[src/rtl/seq_detector_param_pkg.sv]
// Shared constants and helpers for the parametrised serial pattern detector.
package seq_pkg;

    localparam logic MODE_MEALY = 1'b1;
    localparam logic MODE_MOORE = 1'b0;
    localparam logic OVL_ON     = 1'b1;
    localparam logic OVL_OFF    = 1'b0;

    localparam logic [3:0] DEF_PATTERN = 4'b1101;

    function automatic logic [31:0] sat_inc(input logic [31:0] val, input logic [31:0] max_val);
        return (val >= max_val) ? max_val : val + 32'd1;
    endfunction

endpackage

[src/rtl/seq_detector_param_if.sv]
// Serial data, configuration and result bundle of the pattern detector.
interface seq_detector_param_if #(
    parameter int PAT_W = 4,
    parameter int CNT_W = 8
);
    logic             in;
    logic             in_valid;
    logic             cfg_load;
    logic [PAT_W-1:0] cfg_pattern;
    logic             cfg_ovl;
    logic             cfg_mealy;
    logic             cnt_clr;
    logic             out;
    logic [CNT_W-1:0] match_cnt;

    modport master (
        output in, in_valid, cfg_load, cfg_pattern, cfg_ovl, cfg_mealy, cnt_clr,
        input  out, match_cnt
    );

    modport slave (
        input  in, in_valid, cfg_load, cfg_pattern, cfg_ovl, cfg_mealy, cnt_clr,
        output out, match_cnt
    );
endinterface

[src/rtl/seq_detector_param_sat_counter.sv]
// Saturating up-counter with synchronous clear; clear beats increment.
module sat_counter
    import seq_pkg::*;
#(
    parameter int CNT_W = 8
) (
    input  logic             clk,
    input  logic             rst_n,
    input  logic             inc,
    input  logic             clr,
    output logic [CNT_W-1:0] cnt
);
    localparam logic [31:0] CNT_MAX = 32'((64'd1 << CNT_W) - 64'd1);

    always_ff @(posedge clk) begin
        if (!rst_n) begin
            cnt <= '0;
        end else if (clr) begin
            cnt <= '0;
        end else if (inc) begin
            cnt <= CNT_W'(sat_inc(32'(cnt), CNT_MAX));
        end
    end
endmodule

[src/rtl/seq_detector_param.sv]
// Runtime-loadable serial pattern detector with overlap/non-overlap matching,
// Mealy or Moore output and a saturating match counter.
module seq_detector_param
    import seq_pkg::*;
#(
    parameter int               PAT_W     = 4,
    parameter int               CNT_W     = 8,
    parameter logic [PAT_W-1:0] DEF_PAT   = PAT_W'(DEF_PATTERN),
    parameter logic             DEF_OVL   = OVL_ON,
    parameter logic             DEF_MEALY = MODE_MEALY
) (
    input logic                 clk,
    input logic                 rst_n,
    seq_detector_param_if.slave bus
);
    localparam int                FILL_W    = $clog2(PAT_W + 1);
    localparam logic [FILL_W-1:0] FILL_MAX  = FILL_W'(PAT_W);
    localparam logic [FILL_W-1:0] FILL_NEED = FILL_W'(PAT_W - 1);

    logic [PAT_W-1:0]  hist;
    logic [FILL_W-1:0] fill;
    logic [PAT_W-1:0]  pat_reg;
    logic              ovl_reg;
    logic              mealy_reg;
    logic              out_q;
    logic [PAT_W-1:0]  cand;
    logic              hit;

    assign cand = {hist[PAT_W-2:0], bus.in};
    assign hit  = bus.in_valid & rst_n & ~bus.cfg_load & (fill >= FILL_NEED) & (cand == pat_reg);

    always_ff @(posedge clk) begin
        if (!rst_n) begin
            hist      <= '0;
            fill      <= '0;
            pat_reg   <= DEF_PAT;
            ovl_reg   <= DEF_OVL;
            mealy_reg <= DEF_MEALY;
        end else if (bus.cfg_load) begin
            hist      <= '0;
            fill      <= '0;
            pat_reg   <= bus.cfg_pattern;
            ovl_reg   <= bus.cfg_ovl;
            mealy_reg <= bus.cfg_mealy;
        end else if (bus.in_valid) begin
            hist <= cand;
            // Non-overlap mode discards the matched bits so the next match needs fresh ones.
            if (hit && (ovl_reg == OVL_OFF)) begin
                fill <= '0;
            end else if (fill != FILL_MAX) begin
                fill <= fill + 1'b1;
            end
        end
    end

    always_ff @(posedge clk) begin
        if (!rst_n || bus.cfg_load) begin
            out_q <= 1'b0;
        end else begin
            out_q <= hit;
        end
    end

    // Gate with rst_n so a pending Moore pulse never shows while reset is held.
    assign bus.out = rst_n & ((mealy_reg == MODE_MEALY) ? hit : out_q);

    sat_counter #(
        .CNT_W (CNT_W)
    ) u_match_cnt (
        .clk   (clk),
        .rst_n (rst_n),
        .inc   (hit),
        .clr   (bus.cnt_clr | bus.cfg_load),
        .cnt   (bus.match_cnt)
    );
endmodule

[src/flat_wrapper.sv]
// flat-port wrapper written by rule: the top's interface ports become plain ports
module seq_detector_param_flat import seq_pkg::*;
#(
    parameter int               PAT_W     = 4,
    parameter int               CNT_W     = 8,
    parameter logic [PAT_W-1:0] DEF_PAT   = PAT_W'(DEF_PATTERN),
    parameter logic             DEF_OVL   = OVL_ON,
    parameter logic             DEF_MEALY = MODE_MEALY
)
  (clk, rst_n, bus_in, bus_in_valid, bus_cfg_load, bus_cfg_pattern, bus_cfg_ovl, bus_cfg_mealy, bus_cnt_clr, bus_out, bus_match_cnt);
  seq_detector_param_if #(.PAT_W(PAT_W), .CNT_W(CNT_W)) bus_i ();
  input logic clk;
  input logic rst_n;
  input wire logic [$bits(bus_i.in)-1:0] bus_in;
  input wire logic [$bits(bus_i.in_valid)-1:0] bus_in_valid;
  input wire logic [$bits(bus_i.cfg_load)-1:0] bus_cfg_load;
  input wire logic [$bits(bus_i.cfg_pattern)-1:0] bus_cfg_pattern;
  input wire logic [$bits(bus_i.cfg_ovl)-1:0] bus_cfg_ovl;
  input wire logic [$bits(bus_i.cfg_mealy)-1:0] bus_cfg_mealy;
  input wire logic [$bits(bus_i.cnt_clr)-1:0] bus_cnt_clr;
  output wire logic [$bits(bus_i.out)-1:0] bus_out;
  output wire logic [$bits(bus_i.match_cnt)-1:0] bus_match_cnt;
  assign bus_i.in = bus_in;
  assign bus_i.in_valid = bus_in_valid;
  assign bus_i.cfg_load = bus_cfg_load;
  assign bus_i.cfg_pattern = bus_cfg_pattern;
  assign bus_i.cfg_ovl = bus_cfg_ovl;
  assign bus_i.cfg_mealy = bus_cfg_mealy;
  assign bus_i.cnt_clr = bus_cnt_clr;
  assign bus_out = bus_i.out;
  assign bus_match_cnt = bus_i.match_cnt;
  seq_detector_param #(.PAT_W(PAT_W), .CNT_W(CNT_W), .DEF_PAT(DEF_PAT), .DEF_OVL(DEF_OVL), .DEF_MEALY(DEF_MEALY)) u_core (.clk(clk), .rst_n(rst_n), .bus(bus_i));
endmodule
[config.mk]
export PLATFORM = sky130hd
export DESIGN_NAME = seq_detector_param_flat
export DESIGN_NICKNAME = d
export VERILOG_FILES = /design/src/rtl/seq_detector_param_pkg.sv /design/src/rtl/seq_detector_param_if.sv /design/src/rtl/seq_detector_param_sat_counter.sv /design/src/rtl/seq_detector_param.sv /design/src/flat_wrapper.sv
export SDC_FILE = /design/constraint.sdc
export NUM_CORES = 1
export LEC_CHECK = 0
export BUFFER_PORTS_ARGS = -buffer_cell sky130_fd_sc_hd__clkbuf_2
export CORE_UTILIZATION = 50
export DETAILED_ROUTE_END_ITERATION = 16
export GPL_ROUTABILITY_DRIVEN = 0
export PLACE_DENSITY = 0.73
export SLEW_MARGIN = 0
export SYNTH_ARGS = -nofsm -noshare
export SYNTH_HDL_FRONTEND = slang
export SYNTH_SLANG_ARGS = --single-unit
[constraint.sdc]
create_clock -name clk -period 2.2 [get_ports clk]
set_input_delay 0.11 -clock clk [delete_from_list [all_inputs] [get_ports clk]]
set_output_delay 0.11 -clock clk [all_outputs]
set_load 0.01 [all_outputs]
After elaboration in Yosys (flattened, before gate mapping)
Cells that the tools add are included.

cells by class
  reductions and logical operators = 7
  equal/unequal tests = 2
  bitwise operators = 9
  order comparisons = 2
  mux-type cells = 4
  add/sub/neg operators = 2

operator list
  kind                   count
  $add A8 B1 Y8 const B  1
  $ge A8 B8 Y1 const B   1
  $mux W8                1
  $mux W3                2
  $and A1 B1 Y1          5
  $eq A4 B4 Y1           1
  $reduce_or A2 Y1       2
  $add A3 B1 Y3 const B  1
  $ge A3 B2 Y1 const B   1
  $ne A3 B3 Y1 const B   1
  $not A1 Y1             3
  $reduce_and A2 Y1      1
  $reduce_bool A2 Y1     1
  $logic_and A1 B1 Y1    1
  $logic_not A1 Y1       1
  $logic_or A1 B1 Y1     1
  $mux W1                1
  $or A1 B1 Y1           1

storage, ports and cells
  logic and storage cells = 33
  output and inout bits = 9
  register bits after elaboration = 21

Depth between registers and ports, before layout
Gate-level depths: netlist (run 1).

  depth after elaboration = 7
  depth in mapped cells = 7

Cells and area by module
A second synthesis (run 1) with hierarchy kept.

unflattened totals
  cell total of the unflattened synthesis = 115
  area, all modules = 1077.3 um^2

by module, submodules not included
  module              cells an instance  instances  area each (um^2)  sequential area each (um^2)
  seq_detector_param  73                 1          695.7             260.2
  sat_counter         42                 1          381.6             160.2

Least setup slack after synthesis (run 1)
OpenSTA, ideal clock, no wires.

  path kind = reg2reg
  start = reg u_core.fill[0]
  end = reg u_core.u_match_cnt.cnt[6]
  buffers on the path = 1
  arrival = 1.516 ns
  stages on the path, launching flop included = 8
  setup slack = 0.556 ns
  setup time = 0.128 ns
  period minus slack after synthesis = 1.644 ns
  path through = dfxtp_1 ha_1 ha_1 a211o_1 and4_1 buf_2 a31oi_1 nor3b_2

on the way
  longest elaborated chain between the ends = 3

RTL lines
  element                     RTL line                              RTL
  start, declared             seq_detector_param.sv:21              logic [FILL_W-1:0] fill;
  start signal, assigned      seq_detector_param.sv:51              fill <= fill + 1'b1;
  $ge A3 B2 Y1                seq_detector_param.sv:30              assign hit = bus.in_valid & rst_n & ~bus.cfg_load & (fill >= FILL_NEED) & (cand == pat_reg);
  $and A1 B1 Y1 (2 in a row)  seq_detector_param.sv:30
  end signal, assigned        seq_detector_param_sat_counter.sv:21  cnt <= CNT_W'(sat_inc(32'(cnt), CNT_MAX));
  end, declared               seq_detector_param_sat_counter.sv:11  output logic [CNT_W-1:0] cnt

Every way passes these cells.
A chain may end at the register's enable or synchronous reset.

Final worst setup path (run 1)
  start = reg u_core.fill[0]
  end = out bus_out

on the way
  longest elaborated chain between the ends = 5

RTL lines
  element                     RTL line                  RTL
  $ge A3 B2 Y1                seq_detector_param.sv:30
  $and A1 B1 Y1 (2 in a row)  seq_detector_param.sv:30
  $mux W1                     seq_detector_param.sv:65  assign bus.out = rst_n & ((mealy_reg == MODE_MEALY) ? hit : out_q);
  $and A1 B1 Y1               seq_detector_param.sv:65
  end, declared               flat_wrapper.sv:21        output wire logic [$bits(bus_i.out)-1:0] bus_out;

Every way passes these cells.

==> results.sh, run 1 <==
export IMPL_outcome="complete, no violations"
export IMPL_antenna_found_initial=0
export IMPL_ys_seq_area_share_pct=39.07
export IMPL_skew_ps=7.648
export IMPL_critPathRequiredTime_ps=2090
export IMPL_hold_viol=0
export IMPL_io_pins=21
export IMPL_place_area_mm2=0.001170
export IMPL_max_freq_ghz=0.4978
export IMPL_cts_buffers=3
export IMPL_syn_area_per_cell_um2=9.197
export IMPL_dp_cells=158
export IMPL_die_h_um=48.39
export IMPL_dpl_worst_slack_ps=416.0
export IMPL_arrival_ps=1900
export IMPL_grt_pass1_wl_um=3877
export IMPL_cts_tree="yes"
export IMPL_htree_levels=1
export IMPL_grt_overflow_total=0
export IMPL_post_route_util_pct=59.81
export IMPL_synthTopCellsByArea="dfxtp_1 39%, mux2i_1 9.3%, ha_1 4.7%, xnor2_1 3.3%, a31oi_1 2.9%"
export IMPL_drt_first_pass_iters=4
export IMPL_yosysUniqueCellTypes=35
export IMPL_fin_nets=152
export IMPL_initial_utilization_pct=53.75
export IMPL_wl_met3_um=66
export IMPL_vias=901
export IMPL_syn_cell_area_mm2=0.001076
export IMPL_die_w_um=48.39
export IMPL_viasPerCell=5.562
export IMPL_grt_max_degree=12
export IMPL_fillers=187
export IMPL_synth_top_area_share_pct=39.07
export IMPL_seqCellArea_um2=420.4
export IMPL_min_path_type="in -> reg"
export IMPL_power_density_mw_per_mm2=530.3
export IMPL_clock_tree_buffer_depth=2
export IMPL_stdcell_count=162
export IMPL_first_iter_violations=8
export IMPL_min_period_over_period_pct=91.31
export IMPL_postCtsSetupRepairBufs=0
export IMPL_regToRegSetupSlack_ps=400
export IMPL_rows=16
export IMPL_finalSetupTns_ps=0
export IMPL_syn_inst=117
export IMPL_cap_violations=0
export IMPL_dieArea_mm2=0.002342
export IMPL_leakagePower_nw=0.4761
export IMPL_clk_latency_ps=300
export IMPL_path_max_fanout=9
export IMPL_area_growth_syn_to_layout_pct=11.28
export IMPL_core_mm2=0.002002
export IMPL_drt_wl_total_um=2161
export IMPL_ys_ff_latch=21
export IMPL_relSlewSlack_pct=76.87
export IMPL_slew_viol_final=0
export IMPL_cts_sinks=21
export IMPL_ir_drop_mv=0.3436
export IMPL_top_layer="met4"
export IMPL_portBuffers=20
export IMPL_rsz0062_at_grt="false"
export IMPL_wirelength_met1_um=948
export IMPL_ant_nets=0
export IMPL_hpwl_um=1621
export IMPL_track_usage_pct=20.96
export IMPL_multi_input_area_um2=594.3
export IMPL_drc=0
export IMPL_clkSlewWorstSetupHoldPaths_ps=120
export IMPL_fin_crit_ps=2009
export IMPL_avgRoutedWirePerCell_um=13.34
export IMPL_postLayoutSetupSlackWorst_ps=191.1
export IMPL_worst_pin_slew_ps=346.9
export IMPL_first_global_vias=911
export IMPL_synth_top_cell_by_area="dfxtp_1"
export IMPL_antenna_cells=0
export IMPL_final_area_mm2=0.001197
export IMPL_drive_above_1_share_pct=21.48
export IMPL_critical_path_class="reg -> out"
export IMPL_largest_reg_flops=8
export IMPL_setup_viol=0
export IMPL_crit_path_start_kind="flop"
export IMPL_cts_root_buf="clkbuf_4"
export IMPL_dr_wl_met2_um=1112
export IMPL_cp_end_kind="primary output"
export IMPL_syn_nets=133
export IMPL_yosys_warnings=0
==> cell usage after synthesis (all sizes together) <==
cell type,number
dfxtp,21
mux2i,10
nor2,8
nand2,7
buf,6
inv,6
nand3,6
nor3,6
a31oi,5
ha,4
nand4,4
xnor2,4
a211oi,3
and3,3
nand2b,3
nor2b,3
o21ai,3
a21oi,2
a311oi,2
nor4,2
a211o,1
a21bo,1
a21boi,1
and4,1
nor3b,1
o21a,1
o22ai,1
o31a,1
o32ai,1
==> placed cells by master (no fill, tap or decap), types with 3 or more instances in the layout <==
cell type | synthesis | layout
xnor2_1 | 4 | 4
nand2_1 | 7 | 7
clkbuf_4 | 0 | 3
nand4_1 | 4 | 4
clkbuf_2 | 0 | 20
and3_1 | 3 | 3
ha_1 | 4 | 4
nand3_1 | 5 | 5
o21ai_0 | 3 | 3
inv_1 | 6 | 6
nor2_1 | 8 | 8
dfxtp_1 | 21 | 21
nand2b_1 | 3 | 3
nor3_1 | 4 | 4
a211oi_1 | 3 | 3
mux2i_1 | 10 | 10
a31oi_1 | 5 | 5
==> cell families (layout without fill, tap and decap cells) <==
family / count (synthesis) / after routing / share of synthesized area (%)
XOR/XNOR: 4 / 4 / 3.255
flip-flops: 21 / 21 / 39.07
AND/OR/NAND/NOR: 44 / 44 / 23.60
buffers and inverters: 12 / 30 / 5.813
adder cells (fa/ha/maj): 4 / 4 / 4.651
multiplexers: 10 / 10 / 9.303
AO/OA/AOI/OAI: 22 / 22 / 14.30
==> worst max-delay path, stage by stage (launching register included) <==
cell	delay, ps
dfxtp_1	360
ha_1	210
ha_1	180
a211o_1	280
and4_2	300
nand3_1	100
a21boi_1	60
clkbuf_2	120
==> report_power, final <==
part / internal (mW) / switching, mW
sequential: 0.389 / 0.00684
combinational: 0.0268 / 0.0297
clock: 0.0705 / 0.112
total: 0.486 / 0.149
==> cell type report <==
cell class | instances | area share [%]
clock buffers | 4 | 2.194
inverters | 6 | 1.881
multi-input cells | 84 | 49.63
flip-flops and latches | 21 | 35.11
well taps | 27 | 2.821
repair buffers | 20 | 8.359
==> metrics by stage <==
stage / total power, mW / hold WS, ps
final: 0.6350 / 18.00
after global routing: 0.6738 / 16.21
after CTS: 0.6388 / 16.14
after detailed placement: 0.4608 / 329.6
after global placement: 0.4586 / 324.7
after floorplan: 0.4475 / 237.3
==> worst paths after layout <==
kind	startpoint	end	cells after the start
worst max-delay path	u_core.fill[0]	bus_out	7
worst min register to register	u_core.mealy_reg	u_core.mealy_reg	2
worst min-delay path	bus_cfg_pattern[0]	u_core.pat_reg[0]	3
worst max register to register	u_core.fill[0]	u_core.u_match_cnt.cnt[4]	6
==> layer usage <==
layer,vias up,track usage (%)
met4,0,8.824
met2,26,38.97
li1,462,-
met5,-,0
met1,405,23.23
met3,8,3.774
==> what timing repair did <==
item	CTS	global route
hold buffers	0	0
gates resized for setup	0	1
setup endpoints to repair	0	1
(Power assumes the default switching activity.)
==> run 2: changes to the inputs <==
==> constraint.sdc (replaced) <==
create_clock -name clk -period 2.5 [get_ports clk]
set_input_delay 0.125 -clock clk [delete_from_list [all_inputs] [get_ports clk]]
set_output_delay 0.125 -clock clk [all_outputs]
set_load 0.01 [all_outputs]
==> run 2 against run 1 <==
First-iteration DRC count grew to 2.6 times the previous value. Critical path depth did not move. Critical endpoint unchanged. Routed wire length fell by 9.8%. Power shrank 12%. Hold slack gained 9.6 ps.
==> results.sh, run 2 (synthesis gave the netlist of run 1 again) <==
export IMPL_drt_wl_total_um=1950
export IMPL_cap_violations=0
export IMPL_outcome="complete, no violations"
export IMPL_rsz0062_at_grt="false"
export IMPL_fillers=199
export IMPL_min_path_type="in -> reg"
export IMPL_rows=16
export IMPL_first_global_vias=762
export IMPL_crit_top_cell="ha_1"
export IMPL_fin_crit_ps=2049
export IMPL_antenna_cells=0
export IMPL_drive_above_1_share_pct=21.48
export IMPL_die_w_um=48.39
export IMPL_ant_nets=0
export IMPL_antenna_found_initial=0
export IMPL_crit_chain="ha_1 > ha_1 > a211o_1 > and4_1 > nand3_1 > a21boi_1 > clkbuf_2"
export IMPL_postCtsSetupRepairBufs=0
export IMPL_initial_utilization_pct=53.75
export IMPL_track_usage_pct=17.91
export IMPL_worst_hold_slack_ps=27.59
export IMPL_area_growth_syn_to_layout_pct=11.28
export IMPL_power_density_mw_per_mm2=466.6
export IMPL_worst_pin_slew_ps=341.2
export IMPL_ir_drop_mv=0.4915
export IMPL_die_h_um=48.39
export IMPL_relSlewSlack_pct=77.25
export IMPL_critical_path_class="reg -> out"
export IMPL_cts_root_buf="clkbuf_4"
export IMPL_grt_max_degree=13
export IMPL_cpPeakStageDelay_ps=360
export IMPL_path_max_fanout=9
export IMPL_arrival_ps=1920
export IMPL_htree_levels=1
export IMPL_viasPerCell=5.660
export IMPL_seqCellArea_um2=420.4
export IMPL_grt_overflow_total=0
export IMPL_hold_viol=0
export IMPL_cts_tree="yes"
export IMPL_final_common_cell="dfxtp_1"
export IMPL_drc=0
export IMPL_dieArea_mm2=0.002342
export IMPL_skew_ps=5.236
export IMPL_io_pins=21
export IMPL_finalSetupTns_ps=0
export IMPL_grt_pass1_wl_um=3318
export IMPL_cts_sinks=21
export IMPL_max_freq_ghz=0.4880
export IMPL_p_total_uw=558.7
export IMPL_holdBufCountCts=0
export IMPL_largest_reg_flops=8
export IMPL_critPathSlowestCell="dfxtp_1"
export IMPL_leakagePower_nw=0.4788
export IMPL_min_period_over_period_pct=81.96
export IMPL_drt_first_pass_iters=4
export IMPL_first_iter_violations=21
export IMPL_avgRoutedWirePerCell_um=12.04
export IMPL_clkSlewWorstSetupHoldPaths_ps=120
export IMPL_most_common_layout_cells="21 x dfxtp_1, 20 x clkbuf_2, 10 x mux2i_1"
export IMPL_slew_viol_final=0
export IMPL_crit_path_start_kind="flop"
export IMPL_fin_nets=152
export IMPL_clock_tree_buffer_depth=2
export IMPL_setup_viol=0
export IMPL_vias=917
export IMPL_clk_latency_ps=300
export IMPL_cts_buffers=3
export IMPL_core_mm2=0.002002
export IMPL_regToRegSetupSlack_ps=770
export IMPL_hpwl_um=1520
export IMPL_multi_input_area_um2=593.1
export IMPL_cts_resized_gates=0
export IMPL_critPathRequiredTime_ps=2380
export IMPL_cp_end_kind="primary output"
export IMPL_portBuffers=20
[run 2: changes by cell type in the layout (fill, tap and decap cells not counted)]
cell	change
and4_1	+1
and4_2	-1
clkinv_2	+1
clkbuf_1	-1
[run 2: worst paths after layout]
check                           cells after the start                   endpoint             start
worst min-delay path                                3             u_core.ovl_reg       bus_cfg_ovl
worst max register to register                      6  u_core.u_match_cnt.cnt[6]    u_core.fill[0]
worst min register to register                      2           u_core.mealy_reg  u_core.mealy_reg
worst max-delay path                                7                    bus_out    u_core.fill[0]
[run 2: layout make-up]
type                            instances  area share, %
Clock inverter                          1         0.4180
Sequential cell                        21          35.11
Clock buffer                            3          1.881
Inverter                                6          1.881
Multi-Input combinational cell         84          49.53
Tap cell                               27          2.821
Timing Repair Buffer                   20          8.359
[run 2: through the flow]
stage,worst slack [ps],utilization [%],instances,cell area (µm²)
6_report,451.0,59.81,162,1197
5_1_grt,234.6,59.81,162,1197
4_1_cts,429.8,59.81,162,1197
3_5_place_dp,784.2,58.44,158,1170
3_3_place_gp,821.5,58.44,158,1170
2_1_floorplan,856.0,-,117,1076
[run 2: power breakdown]
| group | switching (mW) | total, mW | internal (mW) |
|---|---|---|---|
| Clock | 0.102 | 0.162 | 0.0596 |
| Combinational | 0.0254 | 0.0490 | 0.0236 |
| Sequential | 0.00598 | 0.348 | 0.342 |
| Total | 0.133 | 0.559 | 0.425 |
[run 2: layer usage]
layer	up-vias	share of wire (%)	global-route usage (%)
met5	-	0	0
li1	463	-	-
met3	0	3.9	5.660
met1	435	45	22.46
met4	0	0	1.471
met2	19	51	31.22
[run 2: worst max-delay path, delay by kind of cell (launching register included)]
family	cells	cell delay, ps
flops	1	360
buf+inv	1	120
simple gates	2	430
compound gates	2	330
fa+ha+maj	2	380
==> run 3: changes to the inputs <==
--- a/config.mk
+++ b/config.mk
@@ -6,10 +6,10 @@
 export NUM_CORES = 1
 export LEC_CHECK = 0
 export BUFFER_PORTS_ARGS = -buffer_cell sky130_fd_sc_hd__clkbuf_2
-export CORE_UTILIZATION = 50
+export CORE_UTILIZATION = 48
 export DETAILED_ROUTE_END_ITERATION = 16
 export GPL_ROUTABILITY_DRIVEN = 0
-export PLACE_DENSITY = 0.73
+export PLACE_DENSITY = 0.74
 export SLEW_MARGIN = 0
 export SYNTH_ARGS = -nofsm -noshare
 export SYNTH_HDL_FRONTEND = slang
==> constraint.sdc (replaced) <==
create_clock -name clk -period 1.78 [get_ports clk]
set_input_delay 0.089 -clock clk [delete_from_list [all_inputs] [get_ports clk]]
set_output_delay 0.089 -clock clk [all_outputs]
set_load 0.01 [all_outputs]
==> run 3 against run 2 <==
The flow now finishes with violations (negative hold slack). Sequential share of layout area fell by 2.9 points. Critical path depth unchanged. Clock-buffer cell count is 1 higher. Clock skew about the same. Core utilization up 4.4 points. Routed wire length grew 17%. Design area grew 9.5%. Die area increased by 4.0%. Register-to-register slack worse by 670 ps. Largest power group unchanged.
==> results.sh, run 3 (synthesis gave the netlist of run 1 again) <==
export IMPL_setup_viol=0
export IMPL_avgRoutedWirePerCell_um=13.49
export IMPL_hpwl_um=1596
export IMPL_grt_pass1_wl_um=3850
export IMPL_critPathLaunch="u_core.fill[1]"
export IMPL_seqCellArea_um2=422.9
export IMPL_largest_reg_flops=8
export IMPL_worst_hold_slack_ps=-1.955
export IMPL_htree_levels=1
export IMPL_relSlewSlack_pct=74.87
export IMPL_path_delay_family="flip-flops"
export IMPL_grt_max_degree=12
export IMPL_antenna_found_initial=0
export IMPL_outcome="finished, violations left"
export IMPL_rsz0062_at_grt="true"
export IMPL_min_path_type="in -> reg"
export IMPL_min_from="bus_cfg_pattern[3]"
export IMPL_postLayoutSetupSlackWorst_ps=29.19
export IMPL_post_route_util_pct=64.22
export IMPL_skew_ps=5.662
export IMPL_fin_crit_ps=1751
export IMPL_crit_top_cell="ha_4"
export IMPL_clock_tree_buffer_depth=2
export IMPL_dieArea_mm2=0.002435
export IMPL_drive_above_1_share_pct=28.17
export IMPL_cp_num_buf_inv=1
export IMPL_clk_latency_ps=310
export IMPL_vias=959
export IMPL_portBuffers=20
export IMPL_first_iter_violations=23
export IMPL_track_usage_pct=21.10
export IMPL_fin_nets=159
export IMPL_area_growth_syn_to_layout_pct=21.86
export IMPL_cts_root_buf="clkbuf_4"
export IMPL_max_freq_ghz=0.5712
export IMPL_core_mm2=0.002042
export IMPL_rows=16
export IMPL_cts_buffers=3
export IMPL_hold_viol=1
export IMPL_io_pins=21
export IMPL_cts_tree="yes"
export IMPL_initial_utilization_pct=52.70
export IMPL_cpPeakStageDelay_ps=360
export IMPL_cp_end_kind="primary output"
export IMPL_die_w_um=49.35
export IMPL_most_common_layout_cells="19 x clkbuf_2, 19 x dfxtp_1, 10 x mux2i_1"
export IMPL_critPathRequiredTime_ps=1690
export IMPL_drt_wl_total_um=2280
export IMPL_die_h_um=49.35
export IMPL_ir_drop_mv=0.5031
export IMPL_antenna_cells=0
export IMPL_grt_overflow_total=0
export IMPL_power_density_mw_per_mm2=612.5
export IMPL_fillers=197
export IMPL_clkSlewWorstSetupHoldPaths_ps=110
export IMPL_critPathSlowestCell="dfxtp_2"
export IMPL_worst_pin_slew_ps=377.0
export IMPL_crit_chain="ha_4 > ha_4 > a211o_1 > and4_4 > nand3_2 > a21boi_2 > buf_2"
export IMPL_first_global_vias=959
export IMPL_r2r_start="u_core.fill[1]"
export IMPL_multi_input_area_um2=643.1
export IMPL_path_max_fanout=2
export IMPL_ant_nets=0
export IMPL_crit_path_start_kind="flop"
export IMPL_critical_path_class="reg -> out"
export IMPL_drt_first_pass_iters=5
export IMPL_cts_sinks=21
export IMPL_cap_violations=0
export IMPL_dpl_worst_slack_ps=4.464
export IMPL_violations="negative hold slack"
export IMPL_slew_viol_final=0
export IMPL_min_period_over_period_pct=98.36
export IMPL_leakagePower_nw=0.5133
export IMPL_viasPerCell=5.675
export IMPL_p_total_uw=803.2
export IMPL_arrival_ps=1660
export IMPL_drc=0
[run 3: cell types whose count changed in the layout (fill, tap and decap cells not counted), sizes merged]
cell         previous run  this run
dlygate4sd3             0         4
clkinv                  1         0
buf                     0         4
[run 3: routing by layer]
layer	share of wire, %	track usage (%)
met1	41	21.69
met2	53	38.13
met3	3.6	4.673
met4	2.8	13.24
met5	0	0
[run 3: worst paths after layout]
kind	endpoint	depth (start not counted)	slack (ps)
worst min-delay path	u_core.pat_reg[3]	3	-2
worst max register to register	u_core.u_match_cnt.cnt[2]	6	100
worst max-delay path	bus_out	7	30
worst min register to register	u_core.pat_reg[3]	2	510
[run 3: metrics by stage]
step	hold WS (ps)	instance area (µm²)	std cells	setup TNS [ps]
after global routing	1.467	1311	169	-31.88
after detailed placement	314.4	1170	158	0
final	-1.955	1311	169	0
after global placement	303.4	1170	158	0
after floorplan	216.3	1076	117	0
after CTS	6.025	1279	169	0
[run 3: final cells by class]
type / count / area share [%]
timing repair buffer: 27 / 12.40
tap: 27 / 2.576
sequential: 21 / 32.25
clock buffer: 4 / 2.004
multi-input combinational: 84 / 49.05
inverter: 6 / 1.718
[run 3: where the power goes]
group          total, mW  leakage [nW]  switching [mW]  internal (mW)
combinational     0.0831         0.327          0.0418         0.0414
sequential         0.489         0.172         0.00827          0.481
clock              0.231        0.0150           0.143         0.0876
total              0.803         0.513           0.193          0.610
[run 3: tightest hold or removal path, delay by kind of cell]
family / cells / cell delay, ps
buffers and inverters: 1 / 80
and+or+nand+nor: 1 / 60
muxes: 1 / 60
[run 3: timing repair]
action	in CTS	in global routing
endpoints found under the hold margin	4	0
hold buffers	4	0
resized for setup	7	7
pin swaps	3	1
endpoints found under the setup margin	3	3
setup buffers	3	0
